<file path="src/rtl/mmio_uart_tx.sv">
// +--------------------------------------------------------------------------+
// | Module   : mmio_uart_tx                                                  |
// | Function : MMIO-mapped 8N1 UART transmitter with a byte FIFO, a         |
// |            programmable baud divisor and a 4-register CSR window.        |
// | Options  : define MMIO_UART_TX_IRQ_EN to add the o_irq port and the     |
// |            CTRL.irq_en bit (STATUS bit4 then mirrors o_irq).             |
// | Revision : 1.0 - initial release                                         |
// +--------------------------------------------------------------------------+
`default_nettype none

module mmio_uart_tx #(
  parameter int FIFO_DEPTH  = 8,
  parameter int DEFAULT_DIV = 434
) (
  input  logic        i_clk,
  input  logic        i_rst,
  input  logic [29:0] i_addr,
  input  logic [31:0] i_data,
  input  logic        i_wren,
  input  logic [3:0]  i_mask,
  output logic [31:0] o_data,
  output logic        o_tx
`ifdef MMIO_UART_TX_IRQ_EN
  ,
  output logic        o_irq
`endif
);

  localparam int              c_aw        = (FIFO_DEPTH > 1) ? $clog2(FIFO_DEPTH) : 1;
  localparam int              c_cw        = c_aw + 1;
  localparam logic [c_aw-1:0] c_ptr_one   = 1;
  localparam logic [c_cw-1:0] c_cnt_one   = 1;
  localparam logic [c_cw-1:0] c_full_cnt  = c_cw'(FIFO_DEPTH);
  localparam logic [15:0]     c_reset_div = 16'(DEFAULT_DIV);

  // Serializer states
  typedef enum logic [1:0] {
    S_IDLE  = 2'd0,
    S_START = 2'd1,
    S_DATA  = 2'd2,
    S_STOP  = 2'd3
  } state_t;

  // ---------------------------------------------------------------------------
  // Register file and FIFO storage
  // ---------------------------------------------------------------------------
  logic [7:0]      fifo_mem_q [FIFO_DEPTH];
  logic [c_aw-1:0] wr_ptr_q;
  logic [c_aw-1:0] rd_ptr_q;
  logic [c_cw-1:0] count_q;
  logic            ovf_q;
  logic [15:0]     div_q;
  logic            en_q;

  // Serializer state
  state_t          state_q, state_d;
  logic [15:0]     cnt_q, cnt_d;
  logic [2:0]      bit_q, bit_d;
  logic [7:0]      shift_q, shift_d;
  logic [15:0]     div_lat_q, div_lat_d;
  logic            tx_q, tx_d;

  // Combinational helpers
  logic            w_wr_txdata;
  logic            w_wr_status;
  logic            w_wr_div;
  logic            w_wr_ctrl;
  logic            w_push_req;
  logic            w_push;
  logic            w_pop;
  logic            w_full;
  logic            w_empty;
  logic            w_busy;
  logic            w_can_start;
  logic            w_bit_done;
  logic [15:0]     w_div_eff;
  logic [7:0]      w_head;
  logic [7:0]      w_count8;
  logic            w_irq_bit;
  logic [31:0]     w_ctrl_rd;
  logic            w_unused_bits;

  // Write decode: a write only lands when the full word offset matches
  assign w_wr_txdata = i_wren && (i_addr == 30'd0);
  assign w_wr_status = i_wren && (i_addr == 30'd1);
  assign w_wr_div    = i_wren && (i_addr == 30'd2);
  assign w_wr_ctrl   = i_wren && (i_addr == 30'd3);

  // A full FIFO still takes a byte when the serializer pops in the same cycle
  assign w_full      = (count_q == c_full_cnt);
  assign w_empty     = (count_q == '0);
  assign w_push_req  = w_wr_txdata && i_mask[0];
  assign w_push      = w_push_req && (!w_full || w_pop);
  assign w_head      = fifo_mem_q[rd_ptr_q];

  assign w_busy      = (state_q != S_IDLE);
  assign w_can_start = !w_empty && en_q;
  assign w_div_eff   = (div_lat_q == 16'd0) ? 16'd1 : div_lat_q;
  assign w_bit_done  = (cnt_q == (w_div_eff - 16'd1));

  assign w_count8    = 8'(count_q);
  assign o_tx        = tx_q;

  // Upper data lanes and mask bits have no register behind them
  assign w_unused_bits = ^{i_data[31:16], i_mask[3:2]};

  // FIFO storage; flushing is done through the pointers, so no reset here
  always_ff @(posedge i_clk) begin
    if (w_push) begin
      fifo_mem_q[wr_ptr_q] <= i_data[7:0];
    end
  end

  // FIFO pointers, occupancy and the sticky overflow flag
  always_ff @(posedge i_clk or posedge i_rst) begin
    if (i_rst) begin
      wr_ptr_q <= '0;
      rd_ptr_q <= '0;
      count_q  <= '0;
      ovf_q    <= 1'b0;
    end else begin
      if (w_push) begin
        wr_ptr_q <= wr_ptr_q + c_ptr_one;
      end
      if (w_pop) begin
        rd_ptr_q <= rd_ptr_q + c_ptr_one;
      end
      case ({w_push, w_pop})
        2'b10:   count_q <= count_q + c_cnt_one;
        2'b01:   count_q <= count_q - c_cnt_one;
        default: count_q <= count_q;
      endcase
      if (w_push_req && !w_push) begin
        ovf_q <= 1'b1;
      end else if (w_wr_status && i_mask[0] && i_data[3]) begin
        ovf_q <= 1'b0;
      end
    end
  end

  // Software-visible DIV and CTRL registers
  always_ff @(posedge i_clk or posedge i_rst) begin
    if (i_rst) begin
      div_q <= c_reset_div;
      en_q  <= 1'b1;
    end else begin
      if (w_wr_div && i_mask[0]) begin
        div_q[7:0] <= i_data[7:0];
      end
      if (w_wr_div && i_mask[1]) begin
        div_q[15:8] <= i_data[15:8];
      end
      if (w_wr_ctrl && i_mask[0]) begin
        en_q <= i_data[0];
      end
    end
  end

  // Serializer state register; o_tx is registered so it lags the state by one cycle
  always_ff @(posedge i_clk or posedge i_rst) begin
    if (i_rst) begin
      state_q   <= S_IDLE;
      cnt_q     <= 16'd0;
      bit_q     <= 3'd0;
      shift_q   <= 8'd0;
      div_lat_q <= c_reset_div;
      tx_q      <= 1'b1;
    end else begin
      state_q   <= state_d;
      cnt_q     <= cnt_d;
      bit_q     <= bit_d;
      shift_q   <= shift_d;
      div_lat_q <= div_lat_d;
      tx_q      <= tx_d;
    end
  end

  // Serializer next-state, FIFO pop and line level
  always_comb begin
    state_d   = state_q;
    cnt_d     = cnt_q;
    bit_d     = bit_q;
    shift_d   = shift_q;
    div_lat_d = div_lat_q;
    w_pop     = 1'b0;
    tx_d      = 1'b1;

    case (state_q)
      S_IDLE: begin
        if (w_can_start) begin
          w_pop     = 1'b1;
          shift_d   = w_head;
          div_lat_d = div_q;
          cnt_d     = 16'd0;
          state_d   = S_START;
        end
      end
      S_START: begin
        if (w_bit_done) begin
          cnt_d   = 16'd0;
          bit_d   = 3'd0;
          state_d = S_DATA;
        end else begin
          cnt_d = cnt_q + 16'd1;
        end
      end
      S_DATA: begin
        if (w_bit_done) begin
          cnt_d   = 16'd0;
          shift_d = shift_q >> 1;
          if (bit_q == 3'd7) begin
            state_d = S_STOP;
          end else begin
            bit_d = bit_q + 3'd1;
          end
        end else begin
          cnt_d = cnt_q + 16'd1;
        end
      end
      S_STOP: begin
        if (w_bit_done) begin
          cnt_d = 16'd0;
          // Chain straight into the next start bit so frames carry no gap
          if (w_can_start) begin
            w_pop     = 1'b1;
            shift_d   = w_head;
            div_lat_d = div_q;
            state_d   = S_START;
          end else begin
            state_d = S_IDLE;
          end
        end else begin
          cnt_d = cnt_q + 16'd1;
        end
      end
      default: begin
        state_d = S_IDLE;
      end
    endcase

    case (state_q)
      S_START: tx_d = 1'b0;
      S_DATA:  tx_d = shift_q[0];
      default: tx_d = 1'b1;
    endcase
  end

`ifdef MMIO_UART_TX_IRQ_EN
  logic irq_en_q;
  logic irq_q;

  // Interrupt enable bit and the registered "transmitter drained" interrupt
  always_ff @(posedge i_clk or posedge i_rst) begin
    if (i_rst) begin
      irq_en_q <= 1'b0;
      irq_q    <= 1'b0;
    end else begin
      if (w_wr_ctrl && i_mask[0]) begin
        irq_en_q <= i_data[1];
      end
      irq_q <= irq_en_q && w_empty && !w_busy;
    end
  end

  assign o_irq     = irq_q;
  assign w_irq_bit = irq_q;
  assign w_ctrl_rd = {30'd0, irq_en_q, en_q};
`else
  assign w_irq_bit = 1'b0;
  assign w_ctrl_rd = {31'd0, en_q};
`endif

  // Combinational read mux; reads never alter state
  always_comb begin
    o_data = 32'd0;
    case (i_addr)
      30'd1:   o_data = {16'd0, w_count8, 3'd0, w_irq_bit, ovf_q, w_busy, w_empty, w_full};
      30'd2:   o_data = {16'd0, div_q};
      30'd3:   o_data = w_ctrl_rd;
      default: o_data = 32'd0;
    endcase
  end

endmodule

`default_nettype wire

</file>
<file path="config.mk">
export PLATFORM = sky130hd
export DESIGN_NAME = mmio_uart_tx
export DESIGN_NICKNAME = d
export VERILOG_FILES = /design/src/rtl/mmio_uart_tx.sv
export SDC_FILE = /design/constraint.sdc
export NUM_CORES = 1
export LEC_CHECK = 0
export CAP_MARGIN = 20
export CORE_AREA = 4 4 103 129
export DETAILED_ROUTE_END_ITERATION = 10
export DIE_AREA = 0 0 107 133
export GPL_TIMING_DRIVEN = 0
export PLACE_DENSITY = 0.91
export SETUP_SLACK_MARGIN = 0.2
export SYNTH_ARGS = -nofsm -noshare
export SYNTH_HDL_FRONTEND = slang
export SYNTH_SLANG_ARGS = --single-unit
</file>
<file path="constraint.sdc">
create_clock -name i_clk -period 9 [get_ports i_clk]
set_clock_uncertainty 0.2 [all_clocks]
set_input_delay 0.9 -clock i_clk [delete_from_list [all_inputs] [get_ports i_clk]]
set_output_delay 0.9 -clock i_clk [all_outputs]
set_load 0.02 [all_outputs]
</file>
==> run_results.csv, run 1 <==
group,metric,value,unit
yosys,postSynthCellCount,541,
yosys,ys_types,70,
power_and_ir_drop,leakage,3.49,nW
flow_run,cap_viol_max_count,0,
floorplanning,die_x,107,µm
timing,setup-tns-final,0,ns
grt,antenna_found_initial,0,
setup_path,crit_fanout,9,
route,first_pass_iters,5,
setup_path,rrSetupSlack,2.94,ns
grt,grt_pass1_wl,29600,µm
layout,fin_area,8550,µm²
timing,setup_violations,0,
power_and_ir_drop,powerDensity,166,nW/µm²
placed_design,portBuffers,67,
setup_path,crit_path_start_kind,"flip-flop",
grt,grt_max_degree,75,
timing,relSlewSlack,30.4,%
grt,grt_use_total,27.1,%
run_status,status,"finished, final reports clean",
placed_design,dp_hpwl,11500,µm
clocking,clk_path_buf_depth,2,
clocking,cts_inserted_buffers,17,
setup_path,crit_path_end,"count_q[3]$_DFFE_PP0P_",
grt,grt_pass1_vias,5578,
clocking,worstSkewPairLatency,0.43,ns
setup_path,r2r_start,"div_lat_q[6]$_DFFE_PP0P_",
yosys,synth_edf_count,64,
yosys,yosys.area.top_type,"edfxtp_1",
yosys,async_reset_ff_share,53.6,%
yosys,synth.top_cells.by_area,"edfxtp_1 (27%), dfrtp_1 (22%), mux4_2 (5.1%), mux2_2 (4.8%), dfstp_2 (4.5%)",
floorplanning,num_rows,45,
setup_path,arrival,6.18,ns
floorplanning,die_area,14200,µm²
layout,antenna_cells,0,
yosys,syn-mean-instance-area,12.9,µm²
grt,grt-ovfl-total,0,
route,drc,0,
layout,drive_gt1_share,20.5,%
clocking,clock-sinks,138,
clocking,clk_pin_slew,0.07,ns
route,antenna_left,0,
yosys,synth_seq_cells,138,
min_path,min_path_type,"reg2reg",
timing,worst_pin_slew,1.03,ns
route,wl_per_cell,22.3,µm
yosys,ys_seq_area_share,54.1,%
timing,final_max_slew_viol_count,0,
route,via_per_inst,6.42,
clocking,root_buffer,"clkbuf_16",
power_and_ir_drop,total_power,1.42,mW
setup_path,critPathLaunch,"div_lat_q[6]$_DFFE_PP0P_",
power_and_ir_drop,ir_worst_vdd,0.000146,V
yosys,syn_area,7000,µm²
timing,hold_violations,0,
yosys,synth_top_cell_area_share,27.5,%
floorplanning,ios,102,
setup_path,ff2ff_path_depth,21,
route,drt_iter0_drc,528,
layout,utilization,71.0,%
floorplanning,initial_core_util,58.1,%
clocking,cts_setup_buffers,0,
floorplanning,die_height,133,µm
setup_path,reg2reg_to,"count_q[3]$_DFFE_PP0P_",
placed_design,gp_congestion,0.923,
clocking,cts_tree,"done",
route,wl,18300,µm
setup_path,required,9.12,ns
timing,rsz0062_at_grt,"false",
floorplanning,core_area,12000,µm²
layout,area_growth_syn_to_layout,22.2,%
clocking,htreeDepth,4,
setup_path,end_kind,"flip-flop",
timing,period_needed,6.06,ns
timing,max_freq,165,MHz
yosys,synth_flop_cell,"edfxtp_1",
placed_design,placed_area,7950,µm²
clocking,ctsHoldBuffers,0,
route,num_vias,5270,
layout,fill_cells,723,
setup_path,crit_type,"reg2reg",
layout,final_nets,729,
clocking,ctsResizeCount,0,
timing,timing.final.crit_share,67.4,%
yosys,ys_warn_count,0,
worst min-delay path by stage:
stage | from | end | cells past startpoint
after floorplan | shift_q[0]$_DFFE_PP0P_ | o_tx$_DFF_PP1_ | 1
after global placement | shift_q[0]$_DFFE_PP0P_ | o_tx$_DFF_PP1_ | 1
after detailed placement | shift_q[0]$_DFFE_PP0P_ | o_tx$_DFF_PP1_ | 1
after CTS | shift_q[0]$_DFFE_PP0P_ | o_tx$_DFF_PP1_ | 1
after global routing | shift_q[0]$_DFFE_PP0P_ | shift_q[0]$_DFFE_PP0P_ | 1
final | shift_q[0]$_DFFE_PP0P_ | o_tx$_DFF_PP1_ | 1
where the power goes:
part	switching (mW)	leakage (nW)	internal, mW	total, mW
clock network	0.310	0.292	0.397	0.707
logic	0.0245	1.64	0.0246	0.0492
registers	0.0000334	1.56	0.661	0.661
total	0.335	3.49	1.08	1.42
sequential cells by signal (all words and copies together), names as in the netlist, 3 cells and up:
| register | cells |
|---|---|
| div_q | 16 |
| wr_ptr_q | 3 |
| count_q | 4 |
| div_lat_q | 16 |
| fifo_mem_q | 64 |
| shift_q | 8 |
| rd_ptr_q | 3 |
| bit_q | 3 |
| cnt_q | 16 |
layout by cell type (no fill, tap or decap), types with 5 or more instances in the layout:
| master | Yosys | final |
|---|---|---|
| clkdlybuf4s50_1 | 0 | 67 |
| edfxtp_1 | 64 | 64 |
| dfrtp_1 | 62 | 62 |
| mux2_2 | 30 | 30 |
| nand2_1 | 28 | 28 |
| nor2_1 | 20 | 20 |
| clkbuf_1 | 17 | 17 |
| buf_4 | 16 | 17 |
| clkbuf_16 | 0 | 17 |
| xnor2_1 | 16 | 16 |
| a21oi_1 | 16 | 16 |
| mux4_2 | 16 | 16 |
| conb_1 | 1 | 16 |
| nand2b_1 | 15 | 15 |
| ha_1 | 15 | 15 |
| inv_1 | 15 | 14 |
| o21ai_0 | 13 | 13 |
| mux2i_1 | 12 | 12 |
| a31oi_1 | 12 | 12 |
| and3_1 | 12 | 12 |
| dfstp_2 | 12 | 12 |
| nor4_1 | 11 | 11 |
| nand3_1 | 11 | 11 |
| nor3_1 | 10 | 10 |
| mux2_4 | 10 | 10 |
| a22o_1 | 10 | 10 |
| xor2_1 | 9 | 9 |
| and2_1 | 9 | 9 |
| mux2_1 | 6 | 6 |
| or4_1 | 5 | 5 |
| o211ai_1 | 5 | 5 |
| inv_6 | 0 | 5 |
| inv_8 | 0 | 5 |
kinds of logic after synthesis:
group / share of synthesized area [%]
and+or+nand+nor: 11.5
adders and majority gates: 2.97
xor gates and xnor gates: 3.13
DFF: 54.1
AOI/OAI and AO/OA: 9.15
other: 0.0536
muxes: 14.8
buffers and inverters: 4.22
critical path, stage by stage (launching register included):
cell and delay, ns:
dfrtp_1 0.47, nor3_1 0.73, nand3_1 0.31, nor2_1 0.24
nor2_1 0.07, ha_1 0.20, clkbuf_1 0.21, nor2b_1 0.19
nand4_1 0.11, xnor2_1 0.10, or4b_4 0.55, nor4_4 0.47
a21bo_1 0.17, buf_2 0.26, o21ai_1 0.26, ha_1 0.40
ha_1 0.30, a21o_1 0.18, a21oi_1 0.17, xnor2_1 0.14
nor2_1 0.07, xnor2_1 0.13
Yosys cell counts, drive strengths merged (9+ instances only):
library cell	count
xnor2	16
xor2	9
clkbuf	17
nor2	20
and2	10
a31oi	12
edfxtp	64
mux2i	12
mux4	16
ha	15
mux2	46
a22o	10
a21oi	16
nand3	11
buf	24
and3	12
inv	15
nand2b	15
dfrtp	62
dfstp	12
nor4	13
nor3	10
o21ai	14
nand2	29
routing by layer:
layer | vias up | GRT usage (%) | routed length [µm]
met1 | 2544 | 32.2 | 6680
met4 | 0 | 14.1 | 936
met5 | - | 0 | 0
met2 | 398 | 45.2 | 9160
li1 | 2231 | - | -
met3 | 97 | 6.93 | 1530
cell type report:
class / count / area, µm² / area share (%)
clock inverters: 15 / 171 / 2.00
inverters: 15 / 58.8 / 0.688
plain buffers: 41 / 239 / 2.80
well taps: 164 / 205 / 2.40
clock buffers: 17 / 425 / 4.98
multi-input cells: 362 / 2980 / 34.8
repair buffers: 69 / 683 / 7.99
flip-flops and latches: 138 / 3790 / 44.3
through the flow:
stage | setup WS [ns] | std cells | hold slack (ns)
floorplan | 4.15 | 556 | 0.251
global placement | 3.58 | 787 | 0.285
detailed placement | 3.31 | 789 | 0.286
CTS | 3.05 | 821 | 0.304
global route | 2.59 | 821 | 0.325
finish | 2.94 | 821 | 0.302
Note: power is estimated with default switching activity, not from simulation.
==> run 2, diff against run 1 <==
--- a/config.mk
+++ b/config.mk
@@ -6,11 +6,11 @@
 export NUM_CORES = 1
 export LEC_CHECK = 0
 export CAP_MARGIN = 20
-export CORE_AREA = 4 4 103 129
+export CORE_AREA = 4 4 111 140
 export DETAILED_ROUTE_END_ITERATION = 10
-export DIE_AREA = 0 0 107 133
+export DIE_AREA = 0 0 115 144
 export GPL_TIMING_DRIVEN = 0
-export PLACE_DENSITY = 0.91
+export PLACE_DENSITY = 0.83
 export SETUP_SLACK_MARGIN = 0.2
 export SYNTH_ARGS = -nofsm -noshare
 export SYNTH_HDL_FRONTEND = slang
==> constraint.sdc (replaced) <==
create_clock -name i_clk -period 5.1 [get_ports i_clk]
set_clock_uncertainty 0.2 [all_clocks]
set_input_delay 0.51 -clock i_clk [delete_from_list [all_inputs] [get_ports i_clk]]
set_output_delay 0.51 -clock i_clk [all_outputs]
set_load 0.02 [all_outputs]
==> run_results.csv, run 2 (synthesis gave the netlist of run 1 again) <==
group,metric,value,unit
timing,timing.final.crit_share,93.7,%
clocking,worstSkewPairLatency,0.43,ns
floorplanning,die_height,144,µm
floorplanning,die_area,16600,µm²
route,wl_per_cell,19.4,µm
clocking,root_buffer,"clkbuf_16",
timing,period_needed,4.78,ns
timing,hold_ws,0.310,ns
placed_design,portBuffers,67,
placed_design,dp.cells,803,
min_path,min_to,"o_tx$_DFF_PP1_",
route,drc,0,
timing,hold_violations,0,
floorplanning,num_rows,49,
run_status,status,"finished, final reports clean",
min_path,min_from,"shift_q[0]$_DFFE_PP0P_",
layout,final_common_cell,"clkdlybuf4s50_1",
floorplanning,core_area,14200,µm²
layout,utilization,61.6,%
setup_path,r2r_start,"div_lat_q[12]$_DFFE_PP0P_",
grt,grt_max_degree,75,
layout,area_growth_syn_to_layout,25.1,%
grt,grt_pass1_wl,26000,µm
layout,largest_reg_flops,64,
flow_run,cap_viol_max_count,0,
timing,layout_setup_ws,0.323,ns
route,first_pass_iters,5,
placed_design,pre_cts_ws,-0.523,ns
setup_path,crit_path_start_kind,"flip-flop",
route,via_per_inst,5.84,
floorplanning,die_x,115,µm
grt,grt-ovfl-total,0,
power_and_ir_drop,leakage,3.60,nW
clocking,htreeDepth,4,
layout,register_area,3790,µm²
clocking,cts_inserted_buffers,17,
setup_path,rrSetupSlack,0.32,ns
timing,setup-tns-final,0,ns
route,antenna_left,0,
clocking,cts_tree,"done",
setup_path,ff2ff_path_depth,19,
setup_path,arrival,4.90,ns
layout,antenna_cells,0,
setup_path,crit_type,"reg2reg",
timing,max_freq,209,MHz
setup_path,reg2reg_to,"count_q[3]$_DFFE_PP0P_",
layout,layout_common_cells,"clkdlybuf4s50_1 (67), edfxtp_1 (64), dfrtp_1 (60)",
min_path,min_path_type,"reg2reg",
setup_path,crit_fanout,9,
timing,rsz0062_at_grt,"false",
floorplanning,initial_core_util,49.2,%
layout,finalNonFillerCells,849,
route,wl,16500,µm
grt,grt_pass1_vias,5128,
setup_path,end_kind,"flip-flop",
clocking,clk_path_buf_depth,2,
clocking,clk_pin_slew,0.07,ns
layout,registers.top_by_ff_count,"fifo_mem_q",
placed_design,dp_hpwl,11400,µm
layout,drive_gt1_share,24.4,%
timing,setup_violations,0,
timing,relSlewSlack,35.6,%
placed_design,gp_congestion,0.916,
grt,grt_use_total,20.4,%
layout,multiInputGateArea,3050,µm²
floorplanning,ios,102,
clocking,clock-sinks,138,
min_path,min_path_cells,1,
layout,fill_cells,1024,
power_and_ir_drop,powerDensity,282,nW/µm²
power_and_ir_drop,ir_worst_vdd,0.000238,V
timing,worst_pin_slew,0.956,ns
route,num_vias,4954,
setup_path,required,5.22,ns
timing,final_max_slew_viol_count,0,
layout,final_nets,743,
grt,antenna_found_initial,0,
route,drt_iter0_drc,319,
## run 2: changes by cell type in the layout (fill, tap and decap cells not counted), moves of 2 or more
| cell | before | now |
|---|---|---|
| dfrtp_1 | 62 | 60 |
| nor3_1 | 10 | 6 |
| inv_6 | 5 | 3 |
| nor3_2 | 0 | 3 |
| clkinv_8 | 1 | 4 |
| dfrtp_2 | 0 | 2 |
| buf_4 | 17 | 30 |
## run 2: routing by layer
layer	GRT usage [%]	part of all wire (%)	vias up
li1	-	-	2252
met1	23.3	38	2440
met2	36.8	52	215
met3	4.77	6.4	47
met4	8.10	3.2	0
met5	0	0	-
## run 2: how the worst max path moves through the flow
stage	from	to	slack, ns	cells past startpoint
5_1_grt	div_lat_q[12]$_DFFE_PP0P_	count_q[3]$_DFFE_PP0P_	0.16	19
3_3_place_gp	div_lat_q[6]$_DFFE_PP0P_	fifo_mem_q[1][4]$_DFFE_PP_	-0.43	15
3_5_place_dp	div_lat_q[6]$_DFFE_PP0P_	fifo_mem_q[1][4]$_DFFE_PP_	-0.52	14
6_report	div_lat_q[12]$_DFFE_PP0P_	count_q[3]$_DFFE_PP0P_	0.32	19
4_1_cts	div_lat_q[9]$_DFFE_PP0P_	count_q[3]$_DFFE_PP0P_	0.24	22
2_1_floorplan	div_lat_q[2]$_DFFE_PP0P_	count_q[3]$_DFFE_PP0P_	0.25	20
## run 2: critical path: stages, from the launching register on
cell       delay [ns]
dfrtp_2          0.46
nor4_4           0.40
nand3_2          0.19
nor2_4           0.14
nor2_1           0.06
ha_1             0.33
xnor2_1          0.17
a2111oi_2        0.28
or4b_4           0.53
nor4_4           0.29
a21bo_1          0.17
buf_6            0.16
o21ai_2          0.12
ha_2             0.27
ha_1             0.26
a21o_1           0.17
a21oi_1          0.16
xnor2_1          0.13
nor2_1           0.06
xnor2_1          0.12
## run 2: area by class of cell
cell class,instances,area share (%)
repair buffers,83,8.97
inverters,15,0.672
clock buffers,17,4.86
plain buffers,41,2.81
flip-flops and latches,138,43.3
multi-input cells,362,34.8
clock inverters,15,2.00
well taps,178,2.54
## run 2: report_power, final
group / total, mW / internal [mW] / switching [mW]
clock: 1.22 / 0.662 / 0.561
sequential: 1.17 / 1.17 / 0.0000630
combinational: 0.0846 / 0.0434 / 0.0412
## run 2: what timing repair did
action | 4_1_cts | 5_1_grt
hold buffers | 0 | 0
setup buffers | 2 | 12
resized for setup | 11 | 11
endpoints found under the setup margin | 78 | 67
endpoints found under the hold margin | 0 | 0
gates cloned | 0 | 0
pin swaps | 2 | 7
## run 2: metrics by stage
step	area [µm²]	power, mW
after floorplan	7050	1.22
after detailed placement	7970	1.27
final	8760	2.47
after global routing	8760	2.55
after global placement	7950	1.27
after CTS	8640	2.48
==> run 3, diff against run 2 <==
==> constraint.sdc (replaced) <==
create_clock -name i_clk -period 5.1 [get_ports i_clk]
set_clock_uncertainty 0.2 [all_clocks]
set_input_delay 1.02 -clock i_clk [delete_from_list [all_inputs] [get_ports i_clk]]
set_output_delay 1.02 -clock i_clk [all_outputs]
set_load 0.02 [all_outputs]
==> run_results.csv, run 3 (synthesis gave the netlist of run 1 again) <==
group,metric,value,unit
grt,antenna_found_initial,0,
placed_design,placed_area,7970,µm²
grt,grt_use_total,20.4,%
route,drt_iter0_drc,315,
power_and_ir_drop,powerDensity,283,nW/µm²
floorplanning,ios,102,
grt,grt_pass1_wl,26100,µm
run_status,status,"finished, final reports clean",
route,first_pass_iters,5,
route,wl_per_cell,19.3,µm
route,wl,16300,µm
setup_path,arrival,4.93,ns
layout,layout_common_cells,"clkdlybuf4s50_1 (66), edfxtp_1 (64), dfrtp_1 (60)",
timing,setup-tns-final,0,ns
clocking,worstSkewPairLatency,0.43,ns
power_and_ir_drop,total_power,2.48,mW
flow_run,cap_viol_max_count,0,
route,via_per_inst,5.86,
layout,largest_reg_flops,64,
route,antenna_left,0,
route,drc,0,
placed_design,pre_cts_ws,-0.523,ns
grt,grt_pass1_vias,5135,
timing,rsz0062_at_grt,"true",
setup_path,crit_path_start_kind,"flip-flop",
layout,registers.top_by_ff_count,"fifo_mem_q",
floorplanning,die_height,144,µm
setup_path,end_kind,"flip-flop",
floorplanning,die_x,115,µm
layout,area_growth_syn_to_layout,24.8,%
timing,final_max_slew_viol_count,0,
floorplanning,core_area,14200,µm²
layout,fin_area,8730,µm²
timing,layout_setup_ws,0.287,ns
timing,max_freq,208,MHz
clocking,clock-sinks,138,
floorplanning,initial_core_util,49.2,%
layout,final_common_cell,"clkdlybuf4s50_1",
min_path,min_path_type,"reg2reg",
placed_design,gp_congestion,0.916,
grt,grt-ovfl-total,0,
power_and_ir_drop,ir_worst_vdd,0.000239,V
layout,final_nets,740,
grt,grt_max_degree,75,
power_and_ir_drop,leakage,3.59,nW
timing,period_needed,4.81,ns
setup_path,crit_type,"reg2reg",
timing,setup_violations,0,
clocking,cts_inserted_buffers,17,
floorplanning,die_area,16600,µm²
timing,timing.final.crit_share,94.4,%
route,num_vias,4954,
timing,relSlewSlack,35.9,%
layout,antenna_cells,0,
placed_design,dp_hpwl,11400,µm
layout,fill_cells,1023,
setup_path,required,5.22,ns
clocking,clk_pin_slew,0.07,ns
clocking,htreeDepth,4,
timing,hold_ws,0.309,ns
timing,worst_pin_slew,0.952,ns
timing,hold_violations,0,
clocking,root_buffer,"clkbuf_16",
layout,drive_gt1_share,24.7,%
placed_design,portBuffers,67,
floorplanning,num_rows,49,
clocking,cts_tree,"done",
clocking,clk_path_buf_depth,2,
setup_path,crit_fanout,9,
## run 3: final timing paths
kind / startpoint / end / slack, ns / cells after the start
setup / recovery: div_lat_q[12]$_DFFE_PP0P_ / count_q[3]$_DFFE_PP0P_ / 0.29 / 21
hold / removal: div_q[12]$_DFFE_PP0P_ / div_lat_q[12]$_DFFE_PP0P_ / 0.31 / 1
setup reg to reg: div_lat_q[12]$_DFFE_PP0P_ / count_q[3]$_DFFE_PP0P_ / 0.29 / 21
hold reg to reg: div_q[12]$_DFFE_PP0P_ / div_lat_q[12]$_DFFE_PP0P_ / 0.31 / 1
max in group asynchronous: i_rst / div_lat_q[12]$_DFFE_PP0P_ / 3.10 / 2
min in group asynchronous: i_rst / shift_q[2]$_DFFE_PP0P_ / 0.94 / 2
## run 3: per-stage QoR
stage	utilization, %	cells
4_1_cts	60.7	837
2_1_floorplan	-	556
6_report	61.4	846
3_5_place_dp	56.0	803
3_3_place_gp	55.9	801
5_1_grt	61.4	846
## run 3: cell type report
cell class                      count  area, µm²  share of cell area (%)
Clock buffer                       17        425                    4.87
Buffer                             41        246                    2.82
Inverter                           15       58.8                   0.673
Clock inverter                     15        175                    2.01
Multi-Input combinational cell    362       3050                    35.0
Timing Repair Buffer               80        762                    8.72
Sequential cell                   138       3790                    43.4
Tap cell                          178        223                    2.55
## run 3: metal layers
layer	vias to the layer above	track usage, %	wire (µm)
met2	236	36.8	8580
met1	2425	23.3	6110
met4	0	8.10	474
li1	2252	-	-
met3	41	4.77	1130
met5	-	0	0
## run 3: where the power goes
group | leakage (nW) | internal, mW | switching, mW
Sequential | 1.55 | 1.17 | 0.0000583
Clock | 0.291 | 0.662 | 0.563
Combinational | 1.75 | 0.0434 | 0.0414
## run 3: critical path, cell delays in order (launching register included)
cell	delay, ns
dfrtp_2	0.46
nor4_4	0.38
nand3_2	0.17
nor2_2	0.14
nor2_1	0.06
ha_1	0.20
clkbuf_1	0.18
nor3b_2	0.21
a221o_1	0.37
o311ai_0	0.11
o22ai_1	0.22
nor4_4	0.32
a21bo_1	0.15
buf_4	0.19
o21ai_2	0.13
ha_2	0.27
ha_1	0.26
a21o_1	0.17
a21oi_1	0.16
xnor2_1	0.13
nor2_1	0.06
xnor2_1	0.12
## run 3: timing repair
item	in CTS	in global routing
endpoints found under the setup margin	88	76
hold buffers	0	0
resized for setup	14	12
setup buffers	2	9
pin swaps	2	5
